==> src/rtl/riscv_pkg.sv <==
// Shared RV32 decode definitions: widths, ALUOp/Memoffset encodings, opcode constants
// and the packed control/payload bundles carried from ID into EX.
package riscv_pkg;

  localparam int unsigned XLEN = 32;
  localparam int unsigned CNTW = 16;
  localparam int unsigned REGW = 5;

  typedef enum logic [1:0] {
    ALUOP_ADD    = 2'b00,
    ALUOP_BRANCH = 2'b01,
    ALUOP_R      = 2'b10,
    ALUOP_I      = 2'b11
  } aluop_e;

  typedef enum logic [1:0] {
    MEM_NONE = 2'b00,
    MEM_BYTE = 2'b01,
    MEM_HALF = 2'b10,
    MEM_WORD = 2'b11
  } memoff_e;

  // opcode[6:2]
  localparam logic [4:0] OPC_LOAD   = 5'b00000;
  localparam logic [4:0] OPC_OP_IMM = 5'b00100;
  localparam logic [4:0] OPC_AUIPC  = 5'b00101;
  localparam logic [4:0] OPC_STORE  = 5'b01000;
  localparam logic [4:0] OPC_OP     = 5'b01100;
  localparam logic [4:0] OPC_LUI    = 5'b01101;
  localparam logic [4:0] OPC_BRANCH = 5'b11000;
  localparam logic [4:0] OPC_JALR   = 5'b11001;
  localparam logic [4:0] OPC_JAL    = 5'b11011;

  typedef struct packed {
    logic       branch;
    logic       memread;
    logic       memtoreg;
    logic       memwrite;
    logic       alusrc;
    logic       regwrite;
    logic       jal;
    logic       jalr;
    logic       auipc;
    logic       lui;
    logic       unsignedflag;
    logic [1:0] aluop;
    logic [1:0] memoffset;
  } ctrl_t;

  typedef struct packed {
    logic            valid;
    ctrl_t           ctrl;
    logic [XLEN-1:0] pc;
    logic [XLEN-1:0] rs1_data;
    logic [XLEN-1:0] rs2_data;
    logic [XLEN-1:0] imm;
    logic [REGW-1:0] rs1;
    logic [REGW-1:0] rs2;
    logic [REGW-1:0] rd;
    logic [2:0]      funct3;
    logic            funct7b5;
  } ex_payload_t;

  // Clear decode bits that are meaningless for this instruction so EX never sees them.
  function automatic ctrl_t sanitize_ctrl(ctrl_t c, logic [REGW-1:0] rd);
    ctrl_t s;
    s          = c;
    s.memtoreg = c.memtoreg & c.memread;
    if (c.jal | c.jalr | c.lui | c.auipc) s.aluop = ALUOP_ADD;
    if (!(c.memread | c.memwrite)) begin
      s.unsignedflag = 1'b0;
      s.memoffset    = MEM_NONE;
    end
    if (rd == '0) s.regwrite = 1'b0;
    return s;
  endfunction

endpackage

==> src/rtl/id_ex_stage_if.sv <==
// ID->EX boundary bundle: decode-side inputs, EX-side registered copies, stall/flush and counters.
interface id_ex_stage_if;
  import riscv_pkg::*;

  logic                flush;
  logic                id_valid;
  ctrl_t               id_ctrl;
  logic [XLEN-1:0]     id_pc;
  logic [XLEN-1:0]     id_rs1_data;
  logic [XLEN-1:0]     id_rs2_data;
  logic [XLEN-1:0]     id_imm;
  logic [REGW-1:0]     id_rs1;
  logic [REGW-1:0]     id_rs2;
  logic [REGW-1:0]     id_rd;
  logic [2:0]          id_funct3;
  logic                id_funct7b5;

  logic                stall;
  logic                ex_valid;
  ctrl_t               ex_ctrl;
  logic [XLEN-1:0]     ex_pc;
  logic [XLEN-1:0]     ex_rs1_data;
  logic [XLEN-1:0]     ex_rs2_data;
  logic [XLEN-1:0]     ex_imm;
  logic [REGW-1:0]     ex_rs1;
  logic [REGW-1:0]     ex_rs2;
  logic [REGW-1:0]     ex_rd;
  logic [2:0]          ex_funct3;
  logic                ex_funct7b5;
  logic [CNTW-1:0]     stall_count;
  logic [CNTW-1:0]     flush_count;

  modport master (
    output flush, id_valid, id_ctrl, id_pc, id_rs1_data, id_rs2_data, id_imm,
           id_rs1, id_rs2, id_rd, id_funct3, id_funct7b5,
    input  stall, ex_valid, ex_ctrl, ex_pc, ex_rs1_data, ex_rs2_data, ex_imm,
           ex_rs1, ex_rs2, ex_rd, ex_funct3, ex_funct7b5, stall_count, flush_count
  );

  modport slave (
    input  flush, id_valid, id_ctrl, id_pc, id_rs1_data, id_rs2_data, id_imm,
           id_rs1, id_rs2, id_rd, id_funct3, id_funct7b5,
    output stall, ex_valid, ex_ctrl, ex_pc, ex_rs1_data, ex_rs2_data, ex_imm,
           ex_rs1, ex_rs2, ex_rd, ex_funct3, ex_funct7b5, stall_count, flush_count
  );
endinterface

==> src/rtl/hazard_detect.sv <==
// Load-use hazard detection: the ID instruction reads a register a load in EX has not yet produced.
module hazard_detect
  import riscv_pkg::*;
(
  input  logic            id_valid_i,
  input  logic            id_branch_i,
  input  logic            id_memwrite_i,
  input  logic            id_alusrc_i,
  input  logic            id_jal_i,
  input  logic            id_jalr_i,
  input  logic            id_lui_i,
  input  logic            id_auipc_i,
  input  logic [REGW-1:0] id_rs1_i,
  input  logic [REGW-1:0] id_rs2_i,
  input  logic            ex_valid_i,
  input  logic            ex_memread_i,
  input  logic [REGW-1:0] ex_rd_i,
  output logic            haz_o
);

  logic uses_rs1;
  logic uses_rs2;

  // Only compare source fields the instruction format actually reads.
  always_comb begin
    uses_rs1 = !(id_jal_i | id_lui_i | id_auipc_i);
    uses_rs2 = id_branch_i | id_memwrite_i |
               (!id_alusrc_i & !id_jal_i & !id_jalr_i & !id_lui_i & !id_auipc_i);
    haz_o    = id_valid_i & ex_valid_i & ex_memread_i & (ex_rd_i != '0) &
               ((uses_rs1 & (id_rs1_i == ex_rd_i)) | (uses_rs2 & (id_rs2_i == ex_rd_i)));
  end

endmodule

==> src/rtl/id_ex_stage.sv <==
// ID/EX pipeline register with load-use stall/bubble insertion, EX-driven flush
// and saturating stall/flush event counters.
module id_ex_stage
  import riscv_pkg::*;
(
  input  logic         clk,
  input  logic         rst,
  id_ex_stage_if.slave bus
);

  logic            haz;
  ex_payload_t     ex_d, ex_q;
  logic [CNTW-1:0] stall_cnt_d, stall_cnt_q;
  logic [CNTW-1:0] flush_cnt_d, flush_cnt_q;

  hazard_detect u_hazard_detect (
    .id_valid_i    (bus.id_valid),
    .id_branch_i   (bus.id_ctrl.branch),
    .id_memwrite_i (bus.id_ctrl.memwrite),
    .id_alusrc_i   (bus.id_ctrl.alusrc),
    .id_jal_i      (bus.id_ctrl.jal),
    .id_jalr_i     (bus.id_ctrl.jalr),
    .id_lui_i      (bus.id_ctrl.lui),
    .id_auipc_i    (bus.id_ctrl.auipc),
    .id_rs1_i      (bus.id_rs1),
    .id_rs2_i      (bus.id_rs2),
    .ex_valid_i    (ex_q.valid),
    .ex_memread_i  (ex_q.ctrl.memread),
    .ex_rd_i       (ex_q.rd),
    .haz_o         (haz)
  );

  // A flush already kills the ID instruction, so it never needs to be held.
  assign bus.stall = haz & !bus.flush & !rst;

  // Flush and hazard both leave the default all-zero bubble.
  always_comb begin
    ex_d        = '0;
    stall_cnt_d = stall_cnt_q;
    flush_cnt_d = flush_cnt_q;
    if (!bus.flush && !haz && bus.id_valid) begin
      ex_d.valid    = 1'b1;
      ex_d.ctrl     = sanitize_ctrl(bus.id_ctrl, bus.id_rd);
      ex_d.pc       = bus.id_pc;
      ex_d.rs1_data = bus.id_rs1_data;
      ex_d.rs2_data = bus.id_rs2_data;
      ex_d.imm      = bus.id_imm;
      ex_d.rs1      = bus.id_rs1;
      ex_d.rs2      = bus.id_rs2;
      ex_d.rd       = bus.id_rd;
      ex_d.funct3   = bus.id_funct3;
      ex_d.funct7b5 = bus.id_funct7b5;
    end
    if (bus.stall && (stall_cnt_q != '1)) stall_cnt_d = stall_cnt_q + CNTW'(1);
    if (bus.flush && (flush_cnt_q != '1)) flush_cnt_d = flush_cnt_q + CNTW'(1);
  end

  always_ff @(posedge clk) begin
    if (rst) begin
      ex_q        <= '0;
      stall_cnt_q <= '0;
      flush_cnt_q <= '0;
    end else begin
      ex_q        <= ex_d;
      stall_cnt_q <= stall_cnt_d;
      flush_cnt_q <= flush_cnt_d;
    end
  end

  assign bus.ex_valid    = ex_q.valid;
  assign bus.ex_ctrl     = ex_q.ctrl;
  assign bus.ex_pc       = ex_q.pc;
  assign bus.ex_rs1_data = ex_q.rs1_data;
  assign bus.ex_rs2_data = ex_q.rs2_data;
  assign bus.ex_imm      = ex_q.imm;
  assign bus.ex_rs1      = ex_q.rs1;
  assign bus.ex_rs2      = ex_q.rs2;
  assign bus.ex_rd       = ex_q.rd;
  assign bus.ex_funct3   = ex_q.funct3;
  assign bus.ex_funct7b5 = ex_q.funct7b5;
  assign bus.stall_count = stall_cnt_q;
  assign bus.flush_count = flush_cnt_q;

endmodule

==> src/flat_wrapper.sv <==
// flat-port wrapper written by rule: the top's interface ports become plain ports
module id_ex_stage_flat import riscv_pkg::*;
  (clk, rst, bus_flush, bus_id_valid, bus_id_ctrl, bus_id_pc, bus_id_rs1_data, bus_id_rs2_data, bus_id_imm, bus_id_rs1, bus_id_rs2, bus_id_rd, bus_id_funct3, bus_id_funct7b5, bus_stall, bus_ex_valid, bus_ex_ctrl, bus_ex_pc, bus_ex_rs1_data, bus_ex_rs2_data, bus_ex_imm, bus_ex_rs1, bus_ex_rs2, bus_ex_rd, bus_ex_funct3, bus_ex_funct7b5, bus_stall_count, bus_flush_count);
  id_ex_stage_if bus_i ();
  input  logic clk;
  input  logic rst;
  input wire logic [$bits(bus_i.flush)-1:0] bus_flush;
  input wire logic [$bits(bus_i.id_valid)-1:0] bus_id_valid;
  input wire logic [$bits(bus_i.id_ctrl)-1:0] bus_id_ctrl;
  input wire logic [$bits(bus_i.id_pc)-1:0] bus_id_pc;
  input wire logic [$bits(bus_i.id_rs1_data)-1:0] bus_id_rs1_data;
  input wire logic [$bits(bus_i.id_rs2_data)-1:0] bus_id_rs2_data;
  input wire logic [$bits(bus_i.id_imm)-1:0] bus_id_imm;
  input wire logic [$bits(bus_i.id_rs1)-1:0] bus_id_rs1;
  input wire logic [$bits(bus_i.id_rs2)-1:0] bus_id_rs2;
  input wire logic [$bits(bus_i.id_rd)-1:0] bus_id_rd;
  input wire logic [$bits(bus_i.id_funct3)-1:0] bus_id_funct3;
  input wire logic [$bits(bus_i.id_funct7b5)-1:0] bus_id_funct7b5;
  output wire logic [$bits(bus_i.stall)-1:0] bus_stall;
  output wire logic [$bits(bus_i.ex_valid)-1:0] bus_ex_valid;
  output wire logic [$bits(bus_i.ex_ctrl)-1:0] bus_ex_ctrl;
  output wire logic [$bits(bus_i.ex_pc)-1:0] bus_ex_pc;
  output wire logic [$bits(bus_i.ex_rs1_data)-1:0] bus_ex_rs1_data;
  output wire logic [$bits(bus_i.ex_rs2_data)-1:0] bus_ex_rs2_data;
  output wire logic [$bits(bus_i.ex_imm)-1:0] bus_ex_imm;
  output wire logic [$bits(bus_i.ex_rs1)-1:0] bus_ex_rs1;
  output wire logic [$bits(bus_i.ex_rs2)-1:0] bus_ex_rs2;
  output wire logic [$bits(bus_i.ex_rd)-1:0] bus_ex_rd;
  output wire logic [$bits(bus_i.ex_funct3)-1:0] bus_ex_funct3;
  output wire logic [$bits(bus_i.ex_funct7b5)-1:0] bus_ex_funct7b5;
  output wire logic [$bits(bus_i.stall_count)-1:0] bus_stall_count;
  output wire logic [$bits(bus_i.flush_count)-1:0] bus_flush_count;
  assign bus_i.flush = bus_flush;
  assign bus_i.id_valid = bus_id_valid;
  assign bus_i.id_ctrl = bus_id_ctrl;
  assign bus_i.id_pc = bus_id_pc;
  assign bus_i.id_rs1_data = bus_id_rs1_data;
  assign bus_i.id_rs2_data = bus_id_rs2_data;
  assign bus_i.id_imm = bus_id_imm;
  assign bus_i.id_rs1 = bus_id_rs1;
  assign bus_i.id_rs2 = bus_id_rs2;
  assign bus_i.id_rd = bus_id_rd;
  assign bus_i.id_funct3 = bus_id_funct3;
  assign bus_i.id_funct7b5 = bus_id_funct7b5;
  assign bus_stall = bus_i.stall;
  assign bus_ex_valid = bus_i.ex_valid;
  assign bus_ex_ctrl = bus_i.ex_ctrl;
  assign bus_ex_pc = bus_i.ex_pc;
  assign bus_ex_rs1_data = bus_i.ex_rs1_data;
  assign bus_ex_rs2_data = bus_i.ex_rs2_data;
  assign bus_ex_imm = bus_i.ex_imm;
  assign bus_ex_rs1 = bus_i.ex_rs1;
  assign bus_ex_rs2 = bus_i.ex_rs2;
  assign bus_ex_rd = bus_i.ex_rd;
  assign bus_ex_funct3 = bus_i.ex_funct3;
  assign bus_ex_funct7b5 = bus_i.ex_funct7b5;
  assign bus_stall_count = bus_i.stall_count;
  assign bus_flush_count = bus_i.flush_count;
  id_ex_stage u_core (.clk(clk), .rst(rst), .bus(bus_i));
endmodule
==> config.mk <==
export PLATFORM = sky130hd
export DESIGN_NAME = id_ex_stage_flat
export DESIGN_NICKNAME = d
export VERILOG_FILES = /design/src/rtl/riscv_pkg.sv /design/src/rtl/id_ex_stage_if.sv /design/src/rtl/hazard_detect.sv /design/src/rtl/id_ex_stage.sv /design/src/flat_wrapper.sv
export SDC_FILE = /design/constraint.sdc
export NUM_CORES = 1
export LEC_CHECK = 0
export ABC_AREA = 1
export BUFFER_PORTS_ARGS = -buffer_cell sky130_fd_sc_hd__buf_2
export CAP_MARGIN = 20
export CORE_AREA = 2 2 186 133
export DETAILED_ROUTE_END_ITERATION = 12
export DIE_AREA = 0 0 188 135
export GPL_ROUTABILITY_DRIVEN = 0
export GPL_TIMING_DRIVEN = 1
export PLACE_DENSITY = 0.55
export SYNTH_ARGS = -nofsm -noshare
export SYNTH_HDL_FRONTEND = slang
export SYNTH_SLANG_ARGS = --single-unit
==> constraint.sdc <==
create_clock -name clk -period 4.1 [get_ports clk]
set_input_delay 0.205 -clock clk [delete_from_list [all_inputs] [get_ports clk]]
set_output_delay 0.205 -clock clk [all_outputs]
set_load 0.005 [all_outputs]
==> impl_metrics.ini <==
[timing]
relSlewSlack_pct = 41.8
fin_skew_ps = 7.78
post-route-period-util_pct = 60.3
finalSetupTns_ps = 0
finalCriticalPeriod_ps = 2470
rsz0062_at_grt = false
max_freq_mhz = 405
setup_viol = 0
drv_slew = 0
tightest_slew_ps = 872
finalHoldViolations = 0

[grt]
grt_use_total_pct = 16.7
first_global_vias = 6659
grt_pass1_wl_mm = 33.3
grt_overflow = 0
antenna_found_initial = 1
grt_max_degree = 62

[die]
pin_count = 362
initial_core_util_pct = 29.7
rows = 47
die_w_um = 188
dieArea_mm2 = 0.0254
core_mm2 = 0.0235
die_h_um = 135

[layout]
final_util_pct = 47.3
seq_area_mm2 = 0.00390
final_nets = 1512
nFillCells = 2252
area_growth_pct = 59.3
multi_input_area_mm2 = 0.00201
drive_gt1_share_pct = 37.4

[critical_path]
crit_path_cell_trace = dlygate4sd3_1 > buf_2 > nor2_1 > nand4_1 > nand2_1 > nand3_1 > nand2_2 > nand2_2 > nand3_4 > buf_12 > nor2_1
arrival_ps = 2770
r2r_slack_ps = 1710
r2r-end = u_core.bus.ex_pc[20]
worstPathRequired_ps = 4400
path_buf_inv = 3
timing.rr.start = u_core.bus.ex_rd[3]
cp_top_family = simple AND/OR/NAND/NOR gates
criticalPathCategory = in -> reg
max_stage_delay_ps = 530
reg2reg_depth = 9
slowest_stage = dlygate4sd3_1
start_kind = primary input
cp_max_fo = 61
crit_path_end_kind = register

[route]
viasPerCell = 3.94
wirelength_mm = 21.2
postRouteAntennaNets = 0
drtIter0Drc = 267
drt-pass1-iter-count = 4
wl_met3_mm = 1.97
maxUsedRoutingLayer = met4
wl_per_cell_um = 12.7
wl_met1_mm = 8.87
vias = 6591
drc = 0
met2_length_mm = 10.0

[synthesis]
synth.cell_area_mm2 = 0.00696
synth-warning-count = 0
synthTopCellsByCount = inv_1, dfxtp_1, nor2_1, nor2_2, nand2_1
synth_cells = 839
yosysSeqAreaShare_pct = 56.1
ys_types = 32
synth-edff-count = 0
yosys-top-cells-area = dfxtp_1, inv_1, nor2_2
synth_flop_cell = dfxtp_1
syn_avg_cell_area_um2 = 8.30
synth.most_common_cell = inv_1
synth_top_area_share_pct = 56.1
yosysTopAreaCell = dfxtp_1
async_flop_share_pct = 0
synth_nets = 1007
synth-seq-cells = 195

[clock_network]
cts_hold_buf = 148
cts_tree = yes
cts_setup_buffers = 0
htreeDepth = 4
cts-root-buf = clkbuf_16
cts_buffer_depth = 2
clkLatencyLatePin_ps = 430
cts.sinks = 195
cts-resized-gates = 0
path_clk_slew_ps = 70
numCtsBuffers = 17

[power_and_ir_drop]
p_int_mw = 3.15
p_seq_share_pct = 48.0
power_mw = 4.06
clockPowerShare_pct = 42.6
leakage_nw = 5.98
p_per_area_mw_per_mm2 = 366
ir_drop_uv = 263
p_sw_mw = 0.905
pwr-share-comb_pct = 9.3
switching_share_pct = 22.3

[worst_hold_path]
holdPathEnd = u_core.bus.ex_rd[3]
worstHoldStart = bus_id_rd[3]
hold_depth = 3
hold_class = in -> reg

[placed_design]
hpwlAfterDp_mm = 14.7
portBuffers = 361

[run]
cap_viol_max_count = 0

[outcome]
status = finished, final reports clean
## sequential cells by signal, indices dropped and copies added (netlist names), 15 cells and up
register,cells
u_core.bus.ex_imm,32
u_core.bus.flush_count,16
u_core.bus.ex_ctrl,15
u_core.bus.ex_pc,32
u_core.bus.ex_rs1_data,32
u_core.bus.ex_rs2_data,32
u_core.bus.stall_count,16
## power groups by stage
stage	clock [mW]	sequential, mW	combinational (mW)
2_1_floorplan	0	2.00	0.114
6_report	1.73	1.95	0.378
4_1_cts	1.78	1.95	0.375
3_3_place_gp	0	1.99	0.264
5_1_grt	1.86	1.95	0.417
3_5_place_dp	0	1.99	0.264
## worst reg2reg max path, delay by kind of cell (launching register included)
kind / cells / cell delay (ps)
DFF: 1 / 410
and+or+nand+nor: 6 / 1180
AOI/OAI and AO/OA: 1 / 120
buffers and inverters: 2 / 620
## worst max path at each step
| stage | cells past startpoint | slack, ps | end | startpoint |
|---|---|---|---|---|
| after CTS | 11 | 1600 | u_core.bus.ex_ctrl[7] | bus_id_ctrl[7] |
| after global routing | 11 | 1460 | u_core.bus.ex_pc[21] | bus_id_ctrl[7] |
| after floorplan | 10 | 2600 | u_core.bus.flush_count[10] | u_core.bus.flush_count[0] |
| after global placement | 10 | 1680 | u_core.bus.ex_imm[7] | bus_id_ctrl[8] |
| after detailed placement | 10 | 1680 | u_core.bus.ex_imm[11] | bus_id_ctrl[8] |
| final | 11 | 1630 | u_core.bus.ex_ctrl[7] | bus_id_ctrl[7] |
## placed cells by master, fill, tap and decap left out, types with 3 or more instances in the layout
cell / Yosys / layout
clkbuf_16: 0 / 17
nor2_1: 112 / 112
clkbuf_8: 0 / 3
dfxtp_1: 195 / 195
nor3_1: 6 / 6
o21ai_1: 10 / 10
nand2_1: 72 / 72
inv_1: 219 / 219
xor2_1: 6 / 6
a21oi_1: 12 / 12
dlygate4sd3_1: 0 / 148
o21bai_1: 4 / 4
inv_2: 6 / 6
nor3_2: 3 / 3
o21ai_0: 17 / 17
nand3_1: 16 / 16
nand4_1: 18 / 18
nor2_2: 101 / 101
bufinv_16: 0 / 3
buf_2: 6 / 361
## logic make-up (layout without fill, tap and decap cells)
group / count (synthesis) / count (layout) / share of synthesized area, %
AO/OA/AOI/OAI: 46 / 46 / 3.54
XOR/XNOR: 8 / 8 / 1.01
adder cells (fa/ha/maj): 2 / 2 / 0.359
buffers and inverters: 250 / 766 / 15.0
flip-flops: 195 / 195 / 56.1
other: 0 / 1 / 0
AND/OR/NAND/NOR: 338 / 338 / 24.0
## stage by stage
step                      std cells  worst slack (ps)  cell area (um2)  hold slack (ps)
final                          1674              1630            11100             27.1
after global routing           1674              1460            11100             7.27
after CTS                      1673              1600            11100             2.35
after detailed placement       1495              1680             9000              423
after global placement         1495              1680             9000              418
after floorplan                 839              2600             6960              274
## area by class of cell
| class | count | share of cell area (%) |
|---|---|---|
| clock inverters | 8 | 1.15 |
| diodes | 1 | 0.0226 |
| multi-input cells | 394 | 18.1 |
| repair buffers | 511 | 30.0 |
| inverters | 225 | 7.62 |
| well taps | 318 | 3.59 |
| clock buffers | 22 | 4.28 |
| flip-flops and latches | 195 | 35.2 |
## per-layer routing
metal,vias up,track usage (%)
met5,-,0
met4,0,5.12
met3,23,6.83
met2,242,28.4
met1,2902,19.3
li1,3424,-
Note: power is estimated with default switching activity, not from simulation.
